--- src/rtl/conv_sequencer_pkg.sv ---
// Shared definitions for the convolution layer sequencer: layer/mode types,
// sequencer state encoding and the per-batch operating-mode rule.
package conv_sequencer_pkg;

    localparam int unsigned BATCH_W = 6;

    typedef enum logic [2:0] {
        NULL   = 3'd0,
        LAYER1 = 3'd1,
        LAYER2 = 3'd2,
        LAYER3 = 3'd3,
        LAYER4 = 3'd4,
        LAYER5 = 3'd5
    } LAYER_TYPE;

    typedef enum logic [1:0] {
        MODE1 = 2'd0,
        MODE2 = 2'd1,
        MODE3 = 2'd2,
        MODE4 = 2'd3
    } OP_MODE;

    typedef enum logic [2:0] {
        IDLE      = 3'd0,
        START     = 3'd1,
        WAIT_DATA = 3'd2,
        CONV      = 3'd3,
        RUN       = 3'd4,
        DONE      = 3'd5,
        ERROR     = 3'd6
    } CONV_SEQ_STATE;

    // Padded layers: first batch MODE3, the rest MODE4.
    // Unpadded layers: MODE1 except the last batch (MODE2); a single batch is MODE2.
    function automatic OP_MODE select_mode(
        input logic               pad_en,
        input logic [BATCH_W-1:0] idx,
        input logic [BATCH_W-1:0] last
    );
        if (pad_en) begin
            return (idx == '0) ? MODE3 : MODE4;
        end
        return (idx == last) ? MODE2 : MODE1;
    endfunction

endpackage

--- src/rtl/conv_sequencer_watchdog.sv ---
// Loadable down-counter guarding the RUN phase; expire is asserted during the
// last permitted enabled cycle after a load.
module seq_watchdog #(
    parameter int unsigned TIMEOUT_CYCLES = 65535
) (
    input  logic clk,
    input  logic rst_n,
    input  logic clear,
    input  logic load,
    input  logic enable,
    output logic expire
);

    localparam int unsigned CW = (TIMEOUT_CYCLES > 1) ? $clog2(TIMEOUT_CYCLES) : 1;
    localparam logic [CW-1:0] LOAD_VAL = CW'(TIMEOUT_CYCLES - 1);
    localparam logic [CW-1:0] ONE      = CW'(1);

    logic [CW-1:0] count;

    always_ff @(posedge clk or negedge rst_n) begin
        if (!rst_n) begin
            count <= '0;
        end else if (clear) begin
            count <= '0;
        end else if (load) begin
            count <= LOAD_VAL;
        end else if (enable && (count != '0)) begin
            count <= count - ONE;
        end
    end

    assign expire = enable && (count == '0);

endmodule

--- src/rtl/conv_sequencer.sv ---
// Layer-level controller: issues the NOC layer start, then walks the ifmap
// batches through WAIT_DATA/CONV/RUN with a watchdog on the RUN phase.
module conv_sequencer
    import conv_sequencer_pkg::*;
#(
    parameter int unsigned TIMEOUT_CYCLES = 65535,
    parameter int unsigned MAX_BATCHES    = 63
) (
    input  logic               clk,
    input  logic               rst_n,
    input  logic               layer_start,
    input  LAYER_TYPE          layer_type_in,
    input  logic [BATCH_W-1:0] num_batches_in,
    input  logic               pad_en_in,
    input  logic               abort,
    input  logic               ifmap_valid_in,
    input  logic               free_ifmap_buffer,
    output logic               noc_start,
    output LAYER_TYPE          noc_layer_type,
    output logic               noc_start_conv,
    output OP_MODE             noc_mode,
    output logic               ifmap_pop,
    output logic [BATCH_W-1:0] batch_idx,
    output logic               busy,
    output logic               layer_done,
    output logic               timeout_err,
    output logic [31:0]        conv_cycles
);

    localparam logic [BATCH_W-1:0] NUM_MAX = BATCH_W'(MAX_BATCHES);
    localparam logic [BATCH_W-1:0] ONE     = BATCH_W'(1);

    CONV_SEQ_STATE      state;
    CONV_SEQ_STATE      state_next;
    logic               accept;
    logic               freed;
    logic               wd_expire;
    logic               pad_q;
    logic [BATCH_W-1:0] last_q;
    logic [BATCH_W-1:0] last_in;

    always_comb begin
        if (num_batches_in == '0) begin
            last_in = '0;
        end else if (num_batches_in > NUM_MAX) begin
            last_in = NUM_MAX - ONE;
        end else begin
            last_in = num_batches_in - ONE;
        end
    end

    always_comb begin
        state_next = state;
        accept     = 1'b0;
        case (state)
            IDLE, DONE, ERROR: begin
                if (layer_start) begin
                    state_next = START;
                    accept     = 1'b1;
                end
            end
            START: state_next = WAIT_DATA;
            // During the pop cycle the buffer still flags the batch just released.
            WAIT_DATA: begin
                if (ifmap_valid_in && !ifmap_pop) begin
                    state_next = CONV;
                end
            end
            CONV: state_next = RUN;
            RUN: begin
                if (free_ifmap_buffer) begin
                    state_next = (batch_idx == last_q) ? DONE : WAIT_DATA;
                end else if (wd_expire) begin
                    state_next = ERROR;
                end
            end
            default: state_next = IDLE;
        endcase
        if (abort) begin
            state_next = IDLE;
            accept     = 1'b0;
        end
    end

    assign freed = (state == RUN) && free_ifmap_buffer && !abort;

    always_ff @(posedge clk or negedge rst_n) begin
        if (!rst_n) begin
            state          <= IDLE;
            noc_start      <= 1'b0;
            noc_start_conv <= 1'b0;
            ifmap_pop      <= 1'b0;
            layer_done     <= 1'b0;
            busy           <= 1'b0;
            timeout_err    <= 1'b0;
            batch_idx      <= '0;
            conv_cycles    <= '0;
            noc_layer_type <= NULL;
            noc_mode       <= MODE1;
            pad_q          <= 1'b0;
            last_q         <= '0;
        end else begin
            state          <= state_next;
            noc_start      <= (state_next == START);
            noc_start_conv <= (state_next == CONV);
            ifmap_pop      <= freed;
            layer_done     <= freed && (batch_idx == last_q);
            busy           <= !(state_next inside {IDLE, DONE, ERROR});
            if (state_next == CONV) begin
                noc_mode <= select_mode(pad_q, batch_idx, last_q);
            end
            if (accept) begin
                noc_layer_type <= layer_type_in;
                pad_q          <= pad_en_in;
                last_q         <= last_in;
                batch_idx      <= '0;
                conv_cycles    <= '0;
                timeout_err    <= 1'b0;
            end else begin
                if (abort) begin
                    batch_idx <= '0;
                end else if (freed && (batch_idx != last_q)) begin
                    batch_idx <= batch_idx + ONE;
                end
                if ((state inside {WAIT_DATA, CONV, RUN}) && (conv_cycles != '1)) begin
                    conv_cycles <= conv_cycles + 32'd1;
                end
                if ((state == RUN) && (state_next == ERROR)) begin
                    timeout_err <= 1'b1;
                end
            end
        end
    end

    seq_watchdog #(
        .TIMEOUT_CYCLES(TIMEOUT_CYCLES)
    ) u_watchdog (
        .clk    (clk),
        .rst_n  (rst_n),
        .clear  (abort),
        .load   (state == CONV),
        .enable (state == RUN),
        .expire (wd_expire)
    );

endmodule
--- config.mk ---
export PLATFORM = sky130hd
export DESIGN_NAME = conv_sequencer
export DESIGN_NICKNAME = d
export VERILOG_FILES = /design/src/rtl/conv_sequencer_pkg.sv /design/src/rtl/conv_sequencer_watchdog.sv /design/src/rtl/conv_sequencer.sv
export SDC_FILE = /design/constraint.sdc
export NUM_CORES = 1
export LEC_CHECK = 0
export BUFFER_PORTS_ARGS = -buffer_cell sky130_fd_sc_hd__buf_2
export CORE_MARGIN = 8
export CORE_UTILIZATION = 40
export CTS_BUF_LIST = sky130_fd_sc_hd__clkbuf_8
export DETAILED_ROUTE_END_ITERATION = 8
export GPL_ROUTABILITY_DRIVEN = 1
export HOLD_SLACK_MARGIN = 0.02
export PLACE_DENSITY = 0.69
export SETUP_SLACK_MARGIN = 0.05
export SYNTH_ARGS = -nofsm -noshare
export SYNTH_HDL_FRONTEND = slang
export SYNTH_SLANG_ARGS = --single-unit
--- constraint.sdc ---
create_clock -name clk -period 3.4 [get_ports clk]
set_input_delay 0.51 -clock clk [delete_from_list [all_inputs] [get_ports clk]]
set_output_delay 0.51 -clock clk [all_outputs]
set_load 0.01 [all_outputs]
# Word level (Yosys, flattened, before mapping)
# Index checks and enable logic that the tools add are counted.
[classes]
n_mux = 28
n_lt_le_gt_ge = 1
addsub = 4
eq_ne = 13
n_reduce_logical = 25
[op_table]
columns = ["cell", "n"]
rows = [
  ["$mux W32", 2],
  ["$mux W16", 3],
  ["$add A32 B1 Y32 const B", 1],
  ["$ne A32 B32 Y1 const B", 1],
  ["$mux W6", 5],
  ["$mux W3", 6],
  ["$logic_not A16 Y1", 1],
  ["$reduce_bool A16 Y1", 1],
  ["$sub A16 B1 Y16 const B", 1],
  ["$eq A3 B3 Y1 const B", 5],
  ["$pmux W3 S5", 1],
  ["$logic_not A6 Y1", 2],
  ["$reduce_bool A3 Y1", 4],
  ["$eq A3 B2 Y1 const B", 3],
  ["$logic_and A1 B1 Y1", 9],
  ["$mux W1", 9],
  ["$add A6 B1 Y6 const B", 1],
  ["$eq A3 B1 Y1 const B", 2],
  ["$eq A6 B6 Y1", 1],
  ["$gt A6 B6 Y1 const B", 1],
  ["$logic_not A3 Y1", 2],
  ["$ne A6 B6 Y1", 1],
  ["$sub A6 B1 Y6 const B", 1],
  ["$mux W2", 2],
  ["3 further kinds", 6],
]
[totals]
word_cells = 85
input_bits = 16
output_inout_bits = 49
regBits = 75

# Longest topological paths before layout
# Gate-level depths: netlist of the first run.
[logic_depth]
word_depth = 10
ltp_mapped = 10
mapped_depth_nobuf = 8

# Hierarchy
# Synthesis of the first run repeated with hierarchy kept, for this count alone.
[hier_totals]
hier_cells = 432
area_unflattened_um2 = 4239.1
[by_module_without_submodules]
columns = ["mod", "n_inst", "cells_each", "seq_area_each_um2", "area_each_um2"]
rows = [
  ["conv_sequencer", 1, 313, 1476.4, 3140.5],
  ["seq_watchdog", 1, 119, 400.4, 1098.6],
]

# Worst setup path after synthesis of the first run
# OpenSTA, ideal clock, no wires.
[synth_timing]
path_type = "reg-to-reg"
start = "register batch_idx[2] (netlist name)"
end = "register last_q[1]"
synth_period_minus_slack_ns = 2.653
required_ns = 3.275
path_slack_ns = 0.747
arrival_time_ns = 2.528
path_stages_with_launch = 8
path_cell_list = "dfrtp_1 xor2_1 nor4_4 a21oi_2 or3_4 nor4_4 buf_6 mux2_2"
[synth_lines]
columns = ["element", "line_no", "source"]
rows = [
  ["end signal: assignment", "conv_sequencer.sv:115", "last_q <= last_in;"],
  ["end: declaration", "conv_sequencer.sv:39", "logic [BATCH_W-1:0] last_q;"],
]

==> flow_summary_export.csv, run 1 <==
group,metric,value,unit
timing,final.setup_skew,0.01685,ns
pwr,p_per_area,529.8,mW/mm^2
synthesis,avgSynthCellArea,9.785,sq um
timing,fmax,0.3384,GHz
routing,drt_iter0_drc,100,
hold_path,hold_path.class,"in2async",
grt,grt_pass1_wl,15.53,mm
floorplan,die_x,115.7,um
synthesis,synth_common_cells,"dfrtp_1 (75), nor2_1 (61), xnor2_1 (28)",
synthesis,yosys-top-cells-area,"dfrtp_1 (47%), xnor2_1 (6.2%), xor2_1 (6.0%)",
clock_tree,clk_latency,0.35,ns
synthesis,syn_area,0.003973,sq mm
worst_setup_path,worst_setup_path_end_kind,"flip-flop",
clock_tree,post_cts_buffers,0,
timing,min_period,2.955,ns
pwr,p_clk_frac,0.332,
timing,hold_ws,0.2836,ns
grt,grt_max_degree,76,
pwr,combPwrFrac,0.219,
floorplan,rows,36,
routing,drc,0,
pwr,internal-power,1735,uW
worst_setup_path,worstPathMaxFanout,39,
synthesis,ys_seq_area_frac,0.4724,
cells_and_area,fin_nets,497,
synthesis,synthArstFlopShare,1.000,
timing,setup_viol,0,
place,placed_cells,597,
cells_and_area,final_area,0.004679,sq mm
cells_and_area,diodes,0,
timing,rsz0062_at_grt,"false",
cells_and_area,multi_input_area,0.001981,sq mm
pwr,total_power,2479,uW
routing,first_pass_iters,4,
pwr,p_sw,743.5,uW
clock_tree,ctsHtreeMaxLevel,3,
cells_and_area,drive_above_1_share,0.2250,
routing,routedWlPerCell,14.99,um
pwr,peakVddDrop,0.3355,mV
cells_and_area,instances_no_fill,613,
synthesis,yosysTopAreaCellShare,0.4724,
timing,period_share,0.8690,
clock_tree,cts_tree,"done",
synthesis,yosysMostFrequentCell,"dfrtp_1",
clock_tree,cts_buffers,9,
grt,grt.overflow.total,0,
timing,max-slew-margin-rel,0.3759,
timing,tightestPinTransition,0.9362,ns
worst_setup_path,start_kind,"flip-flop",
floorplan,die-area,0.01338,sq mm
routing,viasPerCell,5.357,
synthesis,syn_inst,406,
grt,grt.total_usage,0.1430,
worst_setup_path,worstSetupPathType,"reg2reg",
clock_tree,hold_buffers,0,
synthesis,yosysUniqueCellTypes,51,
timing,setup_tns,0,ns
outcome,status,"finished clean",
worst_setup_path,critPathRequiredTime,3.63,ns
synthesis,ys_ff_latch,75,
place,place_area,0.004441,sq mm
place,place.gp.congestion,0.8378,
place,dp_hpwl,6.705,mm
clock_tree,cts_buffer_depth,2,
synthesis,synth_edf_count,0,
routing,num_vias,3284,
floorplan,start_util,0.4083,
flow_run,maxCapViolations,0,
clock_tree,clkTransAtPathRegs,0.09,ns
grt,antenna_found_initial,0,
floorplan,chipHeight,115.7,um
clock_tree,cts.sinks,75,
clock_tree,clock-root-buffer,"clkbuf_8",
pwr,seqPwrFrac,0.450,
pwr,power.leakage,0.002150,uW
pwr,switching_share,0.2999,
routing,ant_nets,0,
synthesis,yosysWarnings,0,
timing,hold_viol,0,
timing,slew_violations,0,
routing,wirelength,9.191,mm
synthesis,syn-num-nets,428,
floorplan,core_area,0.009729,sq mm
grt,grt_pass1_vias,3417,
cells_and_area,seqCellArea,0.001877,sq mm
synthesis,yosysTopAreaCell,"dfrtp_1",
cells_and_area,fillers,963,
clock_tree,cts_resized,0,
floorplan,ios,65,
worst_setup_path,critical_path_arrival,3.18,ns
place,port_buffers,64,
cells_and_area,areaGrowthSynthToFinish,17.80,%
synthesis,synth_flop_cell,"dfrtp_1",
metal layers:
layer | GRT usage | vias to the layer above | routed length [um]
met2 | 0.2481 | 64 | 4640
met3 | 0.03596 | 15 | 401
met4 | 0.04581 | 0 | 106
li1 | - | 1577 | -
met5 | 0 | - | 0
met1 | 0.1696 | 1628 | 4042
worst max-delay path, stage by stage (launching register included):
cell and delay (ns):
dfrtp_1 0.47, xor2_1 0.20, nor4_4 0.39, a21oi_2 0.18, or3_4 0.43, nor4_4 0.33, buf_4 0.44, mux2_2 0.38
power by group through the flow:
stage	sequential, uW	clock, uW	combinational (uW)
floorplan	1130	0	380
global placement	1130	0	529
detailed placement	1130	0	549
CTS	1120	841	550
global route	1130	877	604
finish	1110	822	543
area by class of cell:
cell class | count | area share
Clock buffer | 9 | 0.02647
Clock inverter | 7 | 0.02460
Multi-Input combinational cell | 306 | 0.4233
Tap cell | 133 | 0.03556
Inverter | 13 | 0.01043
Sequential cell | 75 | 0.4011
Timing Repair Buffer | 70 | 0.07861
sequential cells by signal, indices dropped and copies added, names as in the netlist:
register	count
layer_done	1
busy	1
state	3
batch_idx	6
noc_start_conv	1
noc_mode	2
u_watchdog.count	16
ifmap_pop	1
conv_cycles	32
last_q	6
pad_q	1
timeout_err	1
noc_start	1
noc_layer_type	3
per-stage QoR:
stage	setup slack, ns	utilization
after floorplan	0.7473	-
after global placement	0.6006	0.4564
after detailed placement	0.4729	0.4564
after CTS	0.4416	0.4810
after global routing	0.3315	0.4810
final	0.4453	0.4810
path summary, 6_finish.rpt:
path / cells after the start / endpoint / slack [ns] / startpoint
hold / removal: 1 / conv_cycles[16]$_DFFE_PN0P_ / 0.28 / rst_n
max in group asynchronous: 1 / u_watchdog.count[12]$_DFFE_PN0P_ / 2.49 / rst_n
hold reg to reg: 1 / noc_layer_type[1]$_DFFE_PN0P_ / 0.51 / noc_layer_type[1]$_DFFE_PN0P_
setup reg to reg: 7 / last_q[5]$_DFFE_PN0P_ / 0.45 / batch_idx[2]$_DFFE_PN0P_
min in group clk: 2 / pad_q$_DFFE_PN0P_ / 0.39 / pad_en_in
setup / recovery: 7 / last_q[5]$_DFFE_PN0P_ / 0.45 / batch_idx[2]$_DFFE_PN0P_
cells by family (layout without fill, tap and decap cells):
kind of cell / count (synthesis) / in the layout / share of synthesized area
flops: 75 / 75 / 0.4724
buf+inv: 25 / 99 / 0.02898
compound gates: 52 / 52 / 0.08220
fa+ha+maj: 6 / 6 / 0.01890
mux: 14 / 14 / 0.03937
simple gates: 179 / 179 / 0.2369
xor+xnor: 55 / 55 / 0.1213
placed cells by master, fill, tap and decap left out, drive strengths merged, types with 4 or more instances in the layout:
| master | n |
|---|---|
| dfrtp | 75 |
| o21ai | 9 |
| nand4 | 17 |
| ha | 6 |
| mux2 | 13 |
| inv | 15 |
| nor3 | 21 |
| a21oi | 20 |
| a31oi | 4 |
| xnor2 | 28 |
| nand2 | 22 |
| nor4 | 8 |
| nand3 | 16 |
| and3 | 5 |
| nor2 | 61 |
| buf | 70 |
| or3 | 5 |
| nor3b | 6 |
| clkbuf | 9 |
| xor2 | 27 |
| nor4b | 4 |
Note: power is estimated with default switching activity, not from simulation.
==> run 2: changes to the inputs <==
--- a/config.mk
+++ b/config.mk
@@ -5,6 +5,7 @@
 export SDC_FILE = /design/constraint.sdc
 export NUM_CORES = 1
 export LEC_CHECK = 0
+export ABC_AREA = 1
 export BUFFER_PORTS_ARGS = -buffer_cell sky130_fd_sc_hd__buf_2
 export CORE_MARGIN = 8
 export CORE_UTILIZATION = 40
@@ -12,7 +13,7 @@
 export DETAILED_ROUTE_END_ITERATION = 8
 export GPL_ROUTABILITY_DRIVEN = 1
 export HOLD_SLACK_MARGIN = 0.02
-export PLACE_DENSITY = 0.69
+export PLACE_DENSITY = 0.68
 export SETUP_SLACK_MARGIN = 0.05
 export SYNTH_ARGS = -nofsm -noshare
 export SYNTH_HDL_FRONTEND = slang
==> flow_summary_export.csv, run 2 <==
group,metric,value,unit
outcome,status,"finished clean",
cells_and_area,drive_above_1_share,0.1652,
timing,hold_viol,0,
cells_and_area,instances_no_fill,812,
timing,tightestPinTransition,0.9734,ns
clock_tree,clock-root-buffer,"clkbuf_8",
floorplan,core_area,0.01084,sq mm
cells_and_area,top_register,"conv_cycles",
synthesis,synth_edf_count,0,
timing,slew_violations,0,
clock_tree,clkTransAtPathRegs,0.07,ns
synthesis,ys_ff_latch,75,
routing,viasPerCell,5.252,
place,place_area,0.004870,sq mm
clock_tree,cts_tree,"done",
synthesis,synthAdderAreaFrac,0.01693,
clock_tree,post_cts_buffers,0,
clock_tree,hold_buffers,0,
floorplan,ios,65,
floorplan,die-area,0.01471,sq mm
grt,antenna_found_initial,0,
routing,first_pass_iters,5,
floorplan,rows,38,
clock_tree,cts_buffers,9,
timing,min_period,2.303,ns
synthesis,synthSimpleGateAreaFrac,0.3313,
place,place.gp.congestion,0.8571,
timing,period_share,0.6773,
synthesis,yosys-top-cells-area,"dfrtp_1 (42%), nand2_1 (13%), inv_1 (5.7%)",
worst_setup_path,r2r_cells,9,
worst_setup_path,crit_family,"simple AND/OR/NAND/NOR gates",
synthesis,synthArstFlopShare,1.000,
worst_setup_path,start_kind,"flip-flop",
timing,final.setup_skew,0.006669,ns
worst_setup_path,worst_setup_path_end_kind,"flip-flop",
timing,max-slew-margin-rel,0.3511,
synthesis,synth_top_family_by_area,"simple AND/OR/NAND/NOR gates",
cells_and_area,seqCellArea,0.001877,sq mm
floorplan,start_util,0.4090,
pwr,peakVddDrop,0.4431,mV
routing,ant_nets,0,
cells_and_area,final_cell_mix,"nand2_1 (152), dfrtp_1 (75), inv_1 (70)",
synthesis,syn_inst,606,
worst_setup_path,cpMaxStageDelayCell,"nand2_2",
grt,grt_max_degree,76,
timing,fmax,0.4343,GHz
synthesis,ys_seq_area_frac,0.4233,
cells_and_area,fillers,1088,
flow_run,maxCapViolations,0,
worst_setup_path,worstSetupPathType,"reg2reg",
synthesis,synth_common_cells,"nand2_1 (152), dfrtp_1 (75), inv_1 (67)",
pwr,p_per_area,550.2,mW/mm^2
routing,routedWlPerCell,14.11,um
worst_setup_path,worstPathMaxFanout,29,
clock_tree,cts_resized,0,
pwr,power.leakage,0.002504,uW
cells_and_area,areaGrowthSynthToFinish,13.18,%
cells_and_area,diodes,0,
clock_tree,cts_buffer_depth,2,
cells_and_area,multi_input_area,0.002188,sq mm
synthesis,yosysWarnings,0,
cells_and_area,top_regs,"conv_cycles (32), u_watchdog.count (16)",
clock_tree,clk_latency,0.35,ns
grt,grt.overflow.total,0,
synthesis,synth_compound_area_frac,0.1137,
place,dp_hpwl,8.514,mm
cells_and_area,layout_commonest_cell,"nand2_1",
timing,setup_viol,0,
routing,num_vias,4265,
worst_setup_path,critPathBufInv,1,
worst_setup_path,r2r-start,"state[2]$_DFF_PN0_",
worst_setup_path,critPathRequiredTime,3.68,ns
grt,grt.met2_usage,0.2556,
synthesis,syn_area,0.004434,sq mm
synthesis,yosysTopAreaCell,"dfrtp_1",
grt,grt_busiest_layer,"met2",
synthesis,synth_xor_area_frac,0.03160,
grt,grt_pass1_wl,19.51,mm
place,placed_cells,799,
worst_setup_path,r2r_end,"conv_cycles[9]$_DFFE_PN0P_",
grt,grt_use_met1,0.2047,
clock_tree,cts.sinks,75,
synthesis,synth_flop_cell,"dfrtp_1",
cells_and_area,largest_reg_flops,32,
floorplan,die_x,121.3,um
grt,grtUsageMet3,0.04700,
synthesis,syn-num-nets,628,
worst_setup_path,crit_path_max_incr_delay,0.48,ns
synthesis,yosysMostFrequentCell,"nand2_1",
routing,drc,0,
cells_and_area,fin_nets,692,
worst_setup_path,critical_path_arrival,2.58,ns
routing,drt_iter0_drc,398,
clock_tree,ctsHtreeMaxLevel,3,
routing,wirelength,11.46,mm
cells_and_area,final_area,0.005019,sq mm
timing,rsz0062_at_grt,"false",
synthesis,avgSynthCellArea,7.317,sq um
hold_path,hold_path.class,"in2async",
synthesis,yosysUniqueCellTypes,37,
synthesis,synthMuxAreaShare,0,
worst_setup_path,crit_chain,"inv_1 -> nand3_1 -> nand3_1 -> nand2_4 -> nand2_2 -> nand2_2 -> o21bai_1 -> nand2_1 -> nor2_1",
synthesis,yosysTopAreaCellShare,0.4233,
grt,grt_pass1_vias,4133,
place,port_buffers,64,
grt,grt.total_usage,0.1614,
floorplan,chipHeight,121.3,um
timing,setup_tns,0,ns
worst_setup_path,rrSetupSlack,1.10,ns
## run 2: worst max path at each step
stage,start,cells past startpoint,endpoint
2_1_floorplan,conv_cycles[0]$_DFFE_PN0P_,13,conv_cycles[25]$_DFFE_PN0P_
3_3_place_gp,abort,8,conv_cycles[9]$_DFFE_PN0P_
3_5_place_dp,abort,8,conv_cycles[9]$_DFFE_PN0P_
4_1_cts,state[2]$_DFF_PN0_,9,conv_cycles[9]$_DFFE_PN0P_
5_1_grt,state[2]$_DFF_PN0_,9,conv_cycles[21]$_DFFE_PN0P_
6_report,state[2]$_DFF_PN0_,9,conv_cycles[9]$_DFFE_PN0P_
## run 2: where the power goes
part | switching [uW] | internal, uW
Clock | 312 | 266
Sequential | 177 | 1070
Combinational | 608 | 329
Total | 1100 | 1660
## run 2: layout make-up
cell class | instances | share of cell area
clock inverter | 3 | 0.002244
inverter | 77 | 0.05809
tap | 140 | 0.03490
clock buffer | 10 | 0.02742
multi-input combinational | 441 | 0.4361
sequential | 75 | 0.3740
timing repair buffer | 66 | 0.06731
## run 2: cell families after synthesis
family          count (synthesis)
simple gates                  325
compound gates                 94
buf+inv                        90
flops                          75
xor+xnor                       16
fa+ha+maj                       6
## run 2: layer usage
metal	part of all wire	routed length [um]
met5	0	0
met4	0.019	217
met3	0.064	739
met2	0.47	5363
met1	0.45	5138
## run 2: through the flow
step                        util  hold slack, ns  setup WS [ns]  power (uW)
after floorplan                -          0.2144          1.616        1928
after detailed placement  0.4492          0.4757         0.9337        2192
final                     0.4630          0.3097          1.097        2761
after CTS                 0.4630          0.3389          1.091        2782
after global placement    0.4492          0.4813          1.044        2160
after global routing      0.4630          0.3449         0.8689        2981
